`src/rtl/des_key_sched_dec_pkg.sv`:
```
// des_pkg: DES key-schedule tables, types and rotate helper for the decrypt key generator
package des_pkg;

   localparam int NUM_ROUNDS = 16;

   typedef logic [27:0] half_key_t;
   typedef logic [47:0] subkey_t;
   typedef enum logic [1:0] {IDLE, EMIT, DONE} state_t;

   // DES bit numbers (1 = MSB of the 64-bit key) selected by PC1
   localparam int PC1 [0:55] = '{
      57, 49, 41, 33, 25, 17,  9,
       1, 58, 50, 42, 34, 26, 18,
      10,  2, 59, 51, 43, 35, 27,
      19, 11,  3, 60, 52, 44, 36,
      63, 55, 47, 39, 31, 23, 15,
       7, 62, 54, 46, 38, 30, 22,
      14,  6, 61, 53, 45, 37, 29,
      21, 13,  5, 28, 20, 12,  4
   };

   // Bit numbers (1 = MSB of C) of the 56-bit C||D selected by PC2
   localparam int PC2 [0:47] = '{
      14, 17, 11, 24,  1,  5,
       3, 28, 15,  6, 21, 10,
      23, 19, 12,  4, 26,  8,
      16,  7, 27, 20, 13,  2,
      41, 52, 31, 37, 47, 55,
      30, 40, 51, 45, 33, 48,
      44, 49, 39, 56, 34, 53,
      46, 42, 50, 36, 29, 32
   };

   // Encrypt left-shift per round, reused as the right-rotate when leaving round r
   localparam int SHIFT_DEC [1:16] = '{1, 1, 2, 2, 2, 2, 2, 2, 1, 2, 2, 2, 2, 2, 2, 1};

   function automatic half_key_t rotr(input half_key_t x, input logic two);
      return two ? {x[1:0], x[27:2]} : {x[0], x[27:1]};
   endfunction

endpackage

```
`src/rtl/des_key_sched_dec_if.sv`:
```
// des_key_sched_dec_if: valid/ready subkey stream from the key schedule to the round datapath
interface des_key_sched_dec_if;
   import des_pkg::*;

   subkey_t    subkey;
   logic [4:0] subkey_idx;
   logic       subkey_valid;
   logic       subkey_ready;

   modport master (output subkey, subkey_idx, subkey_valid, input subkey_ready);
   modport slave  (input subkey, subkey_idx, subkey_valid, output subkey_ready);

endinterface

```
`src/rtl/des_key_sched_dec_pc1_perm.sv`:
```
// des_pc1_perm: combinational PC1, 64-bit key to 56-bit C||D (parity bits dropped)
module des_pc1_perm
   import des_pkg::*;
(
   input  logic [63:0] key,
   output logic [55:0] cd
);

   // Parity bits (DES bits 8,16,..,64) are intentionally discarded by PC1
   logic unused_parity;
   assign unused_parity = ^{key[56], key[48], key[40], key[32], key[24], key[16], key[8], key[0]};

   // Gather key bits in PC1 order; DES bit n lives at key[64-n]
   always_comb begin
      cd = '0;
      for (int i = 0; i < 56; i++) cd[55-i] = key[64-PC1[i]];
   end

endmodule

```
`src/rtl/des_key_sched_dec.sv`:
```
// des_key_sched_dec: iterative DES decrypt key schedule, emits K16..K1 over a valid/ready stream
// Optional: DES_KEY_PARITY_CHECK_EN adds key_parity_err (odd-parity check of each key byte)
module des_key_sched_dec
   import des_pkg::*;
(
   input  logic        Clk,
   input  logic        Reset_n,
   input  logic        start,
   input  logic [63:0] key_in,
   des_key_sched_dec_if.master sk,
   output logic        busy,
   output logic        done
`ifdef DES_KEY_PARITY_CHECK_EN
   ,
   output logic        key_parity_err
`endif
);

   state_t     state;
   half_key_t  c, d;
   logic [4:0] idx;
   logic       valid;
   logic [55:0] cd0;
   logic [55:0] cd;
   subkey_t    pc2_out;

   des_pc1_perm u_pc1 (.key(key_in), .cd(cd0));

   assign cd              = {c, d};
   assign sk.subkey       = pc2_out;
   assign sk.subkey_idx   = idx;
   assign sk.subkey_valid = valid;

   // PC2 on the registered halves; bit n of C||D lives at cd[56-n]
   always_comb begin
      pc2_out = '0;
      for (int i = 0; i < 48; i++) pc2_out[47-i] = cd[56-PC2[i]];
   end

   // Control FSM: load C0/D0, walk rounds 16..1 on each transfer, pulse done
   always_ff @(posedge Clk or negedge Reset_n) begin
      if (!Reset_n) begin
         state <= IDLE;
         c     <= '0;
         d     <= '0;
         idx   <= '0;
         valid <= 1'b0;
         busy  <= 1'b0;
         done  <= 1'b0;
      end else begin
         case (state)
            IDLE: begin
               done <= 1'b0;
               if (start) begin
                  {c, d} <= cd0;
                  idx    <= 5'd16;
                  valid  <= 1'b1;
                  busy   <= 1'b1;
                  state  <= EMIT;
               end
            end
            EMIT: begin
               if (sk.subkey_ready) begin
                  if (idx == 5'd1) begin
                     valid <= 1'b0;
                     busy  <= 1'b0;
                     done  <= 1'b1;
                     state <= DONE;
                  end else begin
                     c   <= rotr(c, SHIFT_DEC[idx] == 2);
                     d   <= rotr(d, SHIFT_DEC[idx] == 2);
                     idx <= idx - 5'd1;
                  end
               end
            end
            default: begin
               done  <= 1'b0;
               state <= IDLE;
            end
         endcase
      end
   end

`ifdef DES_KEY_PARITY_CHECK_EN
   logic par_bad;

   // Any byte with even parity violates the DES odd-parity rule
   always_comb begin
      par_bad = 1'b0;
      for (int i = 0; i < 8; i++) par_bad = par_bad | ~^key_in[8*i +: 8];
   end

   // Capture the parity verdict only when a start is accepted
   always_ff @(posedge Clk or negedge Reset_n) begin
      if (!Reset_n) key_parity_err <= 1'b0;
      else if (state == IDLE && start) key_parity_err <= par_bad;
   end
`endif

endmodule

```
`src/flat_wrapper.sv`:
```
// flat-port wrapper written by rule: the top's interface ports become plain ports
module des_key_sched_dec_flat import des_pkg::*;
  (Clk, Reset_n, start, key_in, busy, done, sk_subkey, sk_subkey_idx, sk_subkey_valid, sk_subkey_ready);
  des_key_sched_dec_if sk_i ();
  input  logic Clk;
  input  logic Reset_n;
  input  logic start;
  input  logic [63:0] key_in;
  output logic busy;
  output logic done;
  output wire logic [$bits(sk_i.subkey)-1:0] sk_subkey;
  output wire logic [$bits(sk_i.subkey_idx)-1:0] sk_subkey_idx;
  output wire logic [$bits(sk_i.subkey_valid)-1:0] sk_subkey_valid;
  input wire logic [$bits(sk_i.subkey_ready)-1:0] sk_subkey_ready;
  assign sk_subkey = sk_i.subkey;
  assign sk_subkey_idx = sk_i.subkey_idx;
  assign sk_subkey_valid = sk_i.subkey_valid;
  assign sk_i.subkey_ready = sk_subkey_ready;
  des_key_sched_dec u_core (.Clk(Clk), .Reset_n(Reset_n), .start(start), .key_in(key_in), .sk(sk_i), .busy(busy), .done(done));
endmodule
```
`config.mk`:
```
export PLATFORM = sky130hd
export DESIGN_NAME = des_key_sched_dec_flat
export DESIGN_NICKNAME = d
export VERILOG_FILES = /design/src/rtl/des_key_sched_dec_pkg.sv /design/src/rtl/des_key_sched_dec_if.sv /design/src/rtl/des_key_sched_dec_pc1_perm.sv /design/src/rtl/des_key_sched_dec.sv /design/src/flat_wrapper.sv
export SDC_FILE = /design/constraint.sdc
export NUM_CORES = 1
export LEC_CHECK = 0
export BUFFER_PORTS_ARGS = -buffer_cell sky130_fd_sc_hd__clkbuf_2
export CAP_MARGIN = 15
export CORE_MARGIN = 2
export CORE_UTILIZATION = 59
export CTS_BUF_LIST = sky130_fd_sc_hd__clkbuf_4
export DETAILED_ROUTE_END_ITERATION = 10
export PLACE_DENSITY = 0.95
export REMOVE_ABC_BUFFERS = 1
export SLEW_MARGIN = 15
export SYNTH_ARGS = -nofsm -noshare
export SYNTH_HDL_FRONTEND = slang
export SYNTH_HIERARCHICAL = 1
export SYNTH_SLANG_ARGS = --single-unit
```
`constraint.sdc`:
```
create_clock -name Clk -period 3.75 [get_ports Clk]
set_input_delay 0.75 -clock Clk [delete_from_list [all_inputs] [get_ports Clk]]
set_output_delay 0.75 -clock Clk [all_outputs]
set_load 0.01 [all_outputs]
```
### After elaboration in Yosys (flattened, before gate mapping)

Memories as Yosys holds them, arrays and structs flattened.
Cells that the tools add are included.

| storage, ports and cells | value |
|---|---|
| bits in registers | 65 |
| bits in read-only memories | 1024 |
| input bits | 68 |
| output and inout port bits | 56 |
| logic and storage cells | 50 |
| memories kept | 1 |

| operators by class | value |
|---|---|
| add/subtract/negate cells | 1 |
| $lt $le $gt $ge | 1 |
| equality and inequality tests | 7 |
| muxes and demuxes | 27 |
| bitwise gates (word level) | 1 |
| reduce and logical (&&, ||, !) cells | 6 |

Memories:

| memory | depth | width | read ports | clocked after Yosys merged registers in | wr ports | RTL line | text |
|---|---|---|---|---|---|---|---|
| (name not given) | 32 | 32 | 1 | 0 | 0 | des_key_sched_dec.sv:70 | `c <= rotr(c, SHIFT_DEC[idx] == 2);` |

Operators with widths:

| kind | count |
|---|---|
| $mux 28 | 8 |
| $pmux 28 s2 | 2 |
| $mux 32 | 2 |
| $eq 32x3->1 const B | 1 |
| $mux 5 | 3 |
| $pmux 5 s2 | 1 |
| $reduce_and 4->1 | 2 |
| $ge 6x6->1 const B | 1 |
| $mux 1 | 6 |
| $mux 2 | 3 |
| $ne 2x2->1 const B | 3 |
| $not 5->6 | 1 |
| $eq 5x1->1 const B | 1 |
| $sub 5x1->5 const B | 1 |
| $pmux 2 s2 | 1 |
| $reduce_and 3->1 | 1 |
| $eq 2x1->1 const B | 1 |
| $logic_not 2->1 | 1 |
| $ne 2x1->1 const B | 1 |
| $pmux 1 s2 | 1 |
| $reduce_and 2->1 | 1 |
| $reduce_bool 2->1 | 1 |

### Depth between registers and ports, before layout

Gate-level depths: netlist of the first run.

| depth | value |
|---|---|
| depth in word-level cells | 9 |
| gate-level depth with buffers | 8 |
| mapped depth without buffers | 6 |

### Cells and area by module

Netlist of the first run, hierarchy kept.

Modules (own cells, without submodules):

| module | times used | cells each | area an instance (sq um) | seq. area each (sq um) |
|---|---|---|---|---|
| des_key_sched_dec | 1 | 352 | 4035.1 | 1626.6 |
| des_pc1_perm | 1 | 56 | 420.4 | 0.0 |

### Least setup slack after synthesis of the first run

No wires, ideal clock.

| timing | value |
|---|---|
| path kind | input port to flip-flop |
| from | input port start |
| to | register u_core.c[24] |
| setup time | 126 ps |
| data arrival time | 1958 ps |
| required time | 3624 ps |
| path slack | 1666 ps |
| stages | 6 |
| path buffers | 3 |
| cell sequence | or3b_1 -> buf_2 -> o31a_1 -> buf_6 -> buf_2 -> a221o_1 |

| on the way | value |
|---|---|
| word-level cells in the longest chain between the ends | 2 |

Ends and longest elaborated chain:

| item | RTL line | text |
|---|---|---|
| start: declaration | flat_wrapper.sv:7 | `input logic start;` |
| $ne 2x2->1 (no source line) | n/a |  |
| $reduce_and 4->1 (no source line) | n/a |  |
| end signal: assignment | des_key_sched_dec.sv:70 |  |
| end: declaration | des_key_sched_dec.sv:20 | `half_key_t c, d;` |

No other way between the ends.
A chain may end at the register's enable or synchronous reset.

### Final worst setup path of the first run

| timing | value |
|---|---|
| from | register u_core.idx[1], in the netlist u_core/sk.subkey_idx[1] |
| to | register u_core.d[0] |

| on the way | value |
|---|---|
| word-level cells in the longest chain between the ends | 9 |
| elaborated cells between the ends (all ways) | 12 |
| those cells by class | 3 x eq/ne; 6 x mux; 1 x bitwise; 1 x reduce/logical; 1 x memory |

Ends and longest elaborated chain:

| item | RTL line | text |
|---|---|---|
| start: declaration | des_key_sched_dec.sv:21 | `logic [4:0] idx;` |
| start signal: assignment | des_key_sched_dec.sv:72 | `idx <= idx - 5'd1;` |
| $not 5->6 (implied by the code) | des_key_sched_dec.sv:71 | `d <= rotr(d, SHIFT_DEC[idx] == 2);` |
| $mem_v2 32x32 | n/a |  |
| $mux 32 (implied by the code) (2 in series) | des_key_sched_dec.sv:71 |  |
| $eq 32x3->1 | des_key_sched_dec.sv:71 |  |
| $mux 28 | des_key_sched_dec_pkg.sv:38 | `return two ? {x[1:0], x[27:2]} : {x[0], x[27:1]};` |
| $mux 28 | des_key_sched_dec.sv:64 | `if (idx == 5'd1) begin` |
| $mux 28 | des_key_sched_dec.sv:63 | `if (sk.subkey_ready) begin` |
| $pmux 28 s2 | des_key_sched_dec.sv:51 | `case (state)` |
| end signal: assignment | des_key_sched_dec.sv:71 |  |
| end: declaration | des_key_sched_dec.sv:20 |  |

Parallel ways exist; a longest one is shown, timed or not. The select of a mux whose other input is x is not followed.

==> results_dict.tcl, run 1 <==
set metrics [dict create \
    yosys_warnings 6 \
    critPathCaptureType "flip-flop" \
    path_clk_slew_ns 0.13 \
    final_net_count 476 \
    die_w_um 90.9 \
    reg2reg_depth 6 \
    area_growth_syn_to_layout_pct -0.955 \
    die_h_um 90.9 \
    fmax_ghz 0.382 \
    setup_violations 0 \
    final_cells 509 \
    setup_tns_ns 0 \
    drt_iter0_drc 121 \
    final_max_slew_viol_count 0 \
    n_antenna_cell 0 \
    dp.cells 493 \
    ys_types 28 \
    rsz0062_at_grt "false" \
    worst_r2r_endpoint "u_core/d[0]" \
    critPathSlowestCell "o31a_2" \
    status "finished, final reports clean" \
    numCtsBuffers 9 \
    via_count 3016 \
    grt_pass1_wl_um 14700 \
    rrSetupSlack_ns 1.13 \
    hold_buffers 0 \
    post_cts_buffers 0 \
    synthTopCellsByArea "dfrtp_1 37%, buf_4 18%, mux2_1 14%" \
    synth.top_cell.area_share_pct 36.5 \
    clock_path_buffers 2 \
    drc 0 \
    critPathMaxFanout 36 \
    place.gp.congestion 0.743 \
    grt_max_degree 64 \
    worstMarginPinSlew_ns 0.779 \
    final_area_um2 4410 \
    initial_core_util_pct 61.1 \
    worst-path-buf-inv 2 \
    drtAntennaViolNets 0 \
    ys_seq_elements 65 \
    yosysTopAreaCell "dfrtp_1" \
    period_share_pct 69.9 \
    finalClockSkew_ns 0.0237 \
    grt_antenna_before_repair 0 \
    io_pins 124 \
    htreeDepth 3 \
    worstReg2RegStart "u_core/sk.subkey_idx[1]" \
    required_ns 4.10 \
    hpwl_um 5860 \
    finalWirelength_um 8970 \
    cp_cell_sequence "inv_1 > ha_1 > nor4b_2 > o31a_2 > buf_4 > a221o_1" \
    place_area_um2 4280 \
    cp_top_family "compound AO/OA/AOI/OAI gates" \
    syn-instance-count 408 \
    wl_per_cell_um 17.6 \
    min_path_type "in2async" \
    insertion_delay_ns 0.42 \
    num_rows 31 \
    crit_path_max_incr_delay_ns 0.75 \
    drive_above_1_share_pct 35.4 \
    vdd_drop_max_uv 523 \
    syn_area_per_cell_um2 10.9 \
    cts_tree "yes" \
    hold_viol 0 \
    slew_headroom_pct 48.1 \
    core_um2 7290 \
    cts_root_buf "clkbuf_4" \
    cp-start-kind "flip-flop" \
    grt_usage_pct 21.9 \
    holdWs_ns 0.364 \
    syn-cell-area_um2 4460 \
    ys_seq_area_share_pct 36.5 \
    dr.pass1.iters 4 \
    grt_pass1_vias 2976 \
    overflow 0 \
    timing_worst_setup_path_type "reg2reg" \
    avgViaCountPerCell 5.93 \
    cts_resized 0 \
    dieArea_um2 8260 \
    leakage_nw 2.16 \
    io_buffers 115 \
    cts_sinks 65 \
    drv_cap 0 \
    cp.arrival_ns 2.97 \
    crit_cells 6 \
    powerDensity_nw_per_um2 764 \
    period_minus_slack_ns 2.62 \
]
synth_stat cells:
cell and number:
a21oi_1 1, a221o_1 56, a31oi_1 1, buf_2 10
buf_4 106, buf_6 5, clkbuf_1 16, dfrtp_1 65
ha_1 3, inv_1 6, mux2_1 56, mux2_2 1
mux2i_1 1, nand2_1 5, nand2b_1 5, nor2_1 2
nor3_1 1, nor3b_1 56, nor4_1 1, nor4b_2 1
o211ai_1 2, o21ai_0 2, o21ai_1 1, o31a_1 1
o31ai_1 1, o41ai_2 1, or3b_1 1, or4_1 1
stage by stage:
stage / total power, mW / setup WS, ns / utilization (%)
6_report: 3.37 / 1.13 / 60.5
5_1_grt: 3.60 / 0.905 / 60.5
4_1_cts: 3.38 / 1.16 / 60.5
3_5_place_dp: 2.91 / 1.24 / 58.6
3_3_place_gp: 2.83 / 1.29 / 58.6
2_1_floorplan: 2.29 / -1.25 / -
worst max path at each step:
stage | slack [ns] | to | start
6_report | 1.13 | u_core/d[0] | u_core/sk.subkey_idx[1]
5_1_grt | 0.90 | u_core/d[6] | u_core/sk.subkey_idx[1]
4_1_cts | 1.16 | u_core/d[6] | u_core/sk.subkey_idx[1]
3_5_place_dp | 1.24 | u_core/d[17] | start
3_3_place_gp | 1.29 | u_core/d[21] | start
2_1_floorplan | -1.25 | u_core/sk.subkey_idx[0] | u_core/state[0]
logic make-up after synthesis:
group / count (synthesis) / synth area share [%]
fa+ha+maj: 3 / 0.843
simple gates: 73 / 11.7
compound gates: 66 / 14.2
flops: 65 / 36.5
buf+inv: 143 / 22.1
mux: 58 / 14.6
power by group:
part / total [mW] / internal [mW] / switching [mW]
Clock: 0.466 / 0.202 / 0.264
Sequential: 1.31 / 0.979 / 0.332
Combinational: 1.60 / 0.759 / 0.837
Total: 3.37 / 1.94 / 1.43
metal layers:
metal	vias up	track usage [%]	wire [um]
met5	-	0	0
met4	0	9.09	145
met3	15	3.67	587
met2	133	32.4	4100
met1	1469	31.8	4140
li1	1399	-	-
registers in the layout (all words and copies together) (netlist names):
signal / count
u_core/sk.subkey_valid: 1
u_core/done: 1
u_core/c: 28
u_core/state: 2
u_core/sk.subkey_idx: 5
u_core/d: 28
cells in the final DEF (no fill, tap or decap), types with 2 or more instances in the layout:
master / count
a221o_1: 56
buf_4: 8
clkbuf_2: 114
clkbuf_4: 9
clkinv_1: 2
clkinvlp_4: 2
dfrtp_1: 64
ha_1: 3
inv_1: 6
mux2_1: 56
nand2_1: 5
nand2b_1: 5
nor2_1: 2
nor3b_1: 56
o211ai_1: 2
o21ai_0: 2
worst reg2reg max path, cell delays in order (launching register included):
cell,delay [ns]
dfrtp_1,0.44
inv_1,0.10
ha_1,0.16
nor4b_2,0.45
o31a_2,0.75
buf_4,0.44
a221o_1,0.23
cell type report:
class	instances	area, um^2
clock buffers	9	67.6
well taps	99	124
flip-flops and latches	65	1630
fillers	625	2880
clock inverters	7	70.1
inverters	6	22.5
multi-input cells	200	1870
repair buffers	123	636
No activity file was read; power rests on OpenSTA's default activity.
==> inputs of run 2 (changes only) <==
Settings changed: CORE_UTILIZATION 59 to 49, PLACE_DENSITY 0.95 to 0.89.
Clock period 3.75 ns to 2.4 ns, I/O delays scaled along.
==> run 2 against run 1 <==
Cell count up 1.8%. Die area up 19%. Non-clock buffer count up 2. Worst setup slack worse by 0.90 ns. Sequential cell count unchanged. Clock-buffer cell count unchanged. Routed wire length up 4.4%. Sequential share of layout area down 0.35 points. Clock skew down 0.010 ns. Largest cell class unchanged.
==> results_dict.tcl, run 2 (same netlist as run 1, synthesis figures left out) <==
set metrics [dict create \
    final_area_um2 4460 \
    clkPwrFrac_pct 12.9 \
    via_count 3025 \
    dieArea_um2 9870 \
    cts_tree "yes" \
    grt_pass1_wl_um 15300 \
    critPathCaptureType "flip-flop" \
    fin_ws_ns 0.230 \
    wl_per_cell_um 18.1 \
    avgViaCountPerCell 5.84 \
    drt_iter0_drc 117 \
    min_path_type "in2async" \
    status "finished, final reports clean" \
    p_seq_share_pct 37.7 \
    place_area_um2 4340 \
    hold_buffers 0 \
    fmax_ghz 0.461 \
    layout_common_cells "114 x clkbuf_2, 64 x dfrtp_1, 56 x mux2_1, 56 x nor3b_1, 56 x a221o_1" \
    period_share_pct 90.4 \
    required_ns 2.68 \
    sw_frac_of_total_pct 42.1 \
    total_switching_power_mw 2.24 \
    layout_commonest_cell "clkbuf_2" \
    place.gp.congestion 0.750 \
    drv_cap 0 \
    overflow 0 \
    hpwl_um 6200 \
    gr-usage-met3_pct 4.99 \
    cts_sinks 65 \
    finalClockSkew_ns 0.0133 \
    htreeDepth 3 \
    period_minus_slack_ns 2.17 \
    p_int_mw 3.07 \
    clock_path_buffers 2 \
    drc 0 \
    cp.arrival_ns 2.45 \
    share_comb_of_total_power_pct 49.4 \
    final_max_slew_viol_count 0 \
    cts_resized 0 \
    grt_pass1_vias 2947 \
    die_w_um 99.4 \
    area_growth_syn_to_layout_pct -0.0000673 \
    cts_root_buf "clkbuf_4" \
    insertion_delay_ns 0.41 \
    final_net_count 478 \
    timing_worst_setup_path_type "reg2reg" \
    rrSetupSlack_ns 0.23 \
    grtUsageMet2_pct 30.1 \
    reg2reg_depth 7 \
    critPathMaxFanout 33 \
    worst_r2r_endpoint "u_core/d[1]" \
    worstMarginPinSlew_ns 0.725 \
    setup_violations 0 \
    powerDensity_nw_per_um2 1190 \
    grt.busiest_layer "met2" \
    hold_viol 0 \
    n_antenna_cell 0 \
    grt.met1_usage_pct 26.6 \
    post_cts_buffers 0 \
    grt_max_degree 58 \
    initial_core_util_pct 50.8 \
    core_um2 8760 \
    holdWs_ns 0.108 \
    dr.pass1.iters 4 \
    io_buffers 115 \
    vdd_drop_max_uv 825 \
    grt_antenna_before_repair 0 \
    numCtsBuffers 9 \
    cp-start-kind "flip-flop" \
    finalWirelength_um 9370 \
    num_rows 34 \
    io_pins 124 \
    leakage_nw 2.18 \
    pre_cts_slack_ns 0.263 \
    grt_usage_pct 19.1 \
    path_clk_slew_ns 0.11 \
    rsz0062_at_grt "false" \
    drtAntennaViolNets 0 \
    slew_headroom_pct 51.7 \
    drive_above_1_share_pct 35.6 \
    die_h_um 99.4 \
    worstReg2RegStart "u_core/sk.subkey_idx[1]" \
]
[run 2: cell type report]
cell class	count	area, um^2
timing repair buffer	125	688
inverter	6	22.5
fill	782	4310
clock buffer	9	67.6
tap	108	135
clock inverter	5	48.8
sequential	65	1630
multi-input combinational	200	1870
[run 2: per-stage QoR]
stage | setup TNS (ns) | power (mW) | util, % | std cells
2_1_floorplan | -150.35 | 3.58 | - | 271
3_3_place_gp | 0 | 4.54 | 49.5 | 504
3_5_place_dp | 0 | 4.65 | 49.5 | 504
4_1_cts | 0 | 5.35 | 50.8 | 518
5_1_grt | 0 | 5.71 | 50.8 | 518
6_report | 0 | 5.31 | 50.8 | 518
[run 2: critical path, cell delays in order (launching register included)]
cell and delay, ns:
dfrtp_1 0.43, inv_1 0.08, ha_1 0.19, nand2b_1 0.17
a31oi_4 0.25, buf_12 0.24, mux2_1 0.35, a221o_1 0.31
[run 2: worst max path at each step]
stage	startpoint	endpoint	slack, ns	depth (start not counted)
after floorplan	u_core/state[0]	u_core/sk.subkey_idx[0]	-2.60	3
after global placement	u_core/sk.subkey_idx[0]	u_core/d[8]	0.33	6
after detailed placement	u_core/sk.subkey_idx[1]	u_core/d[1]	0.26	7
after CTS	u_core/sk.subkey_idx[1]	u_core/d[1]	0.23	7
after global routing	u_core/sk.subkey_idx[1]	u_core/d[1]	0.12	7
final	u_core/sk.subkey_idx[1]	u_core/d[1]	0.23	7
[run 2: layer usage]
metal	vias to the layer above	part of all wire (%)	wire length (um)
li1	1399	-	-
met1	1509	45	4250
met2	109	47	4420
met3	8	6.6	620
met4	0	0.91	85
met5	-	0	0
[run 2: power groups by stage]
| stage | logic [mW] | clock network [mW] | registers, mW |
|---|---|---|---|
| 2_1_floorplan | 1.45 | 0 | 2.13 |
| 3_3_place_gp | 2.55 | 0 | 1.99 |
| 3_5_place_dp | 2.63 | 0 | 2.02 |
| 4_1_cts | 2.64 | 0.710 | 2.00 |
| 5_1_grt | 2.87 | 0.761 | 2.08 |
| 6_report | 2.62 | 0.687 | 2.00 |
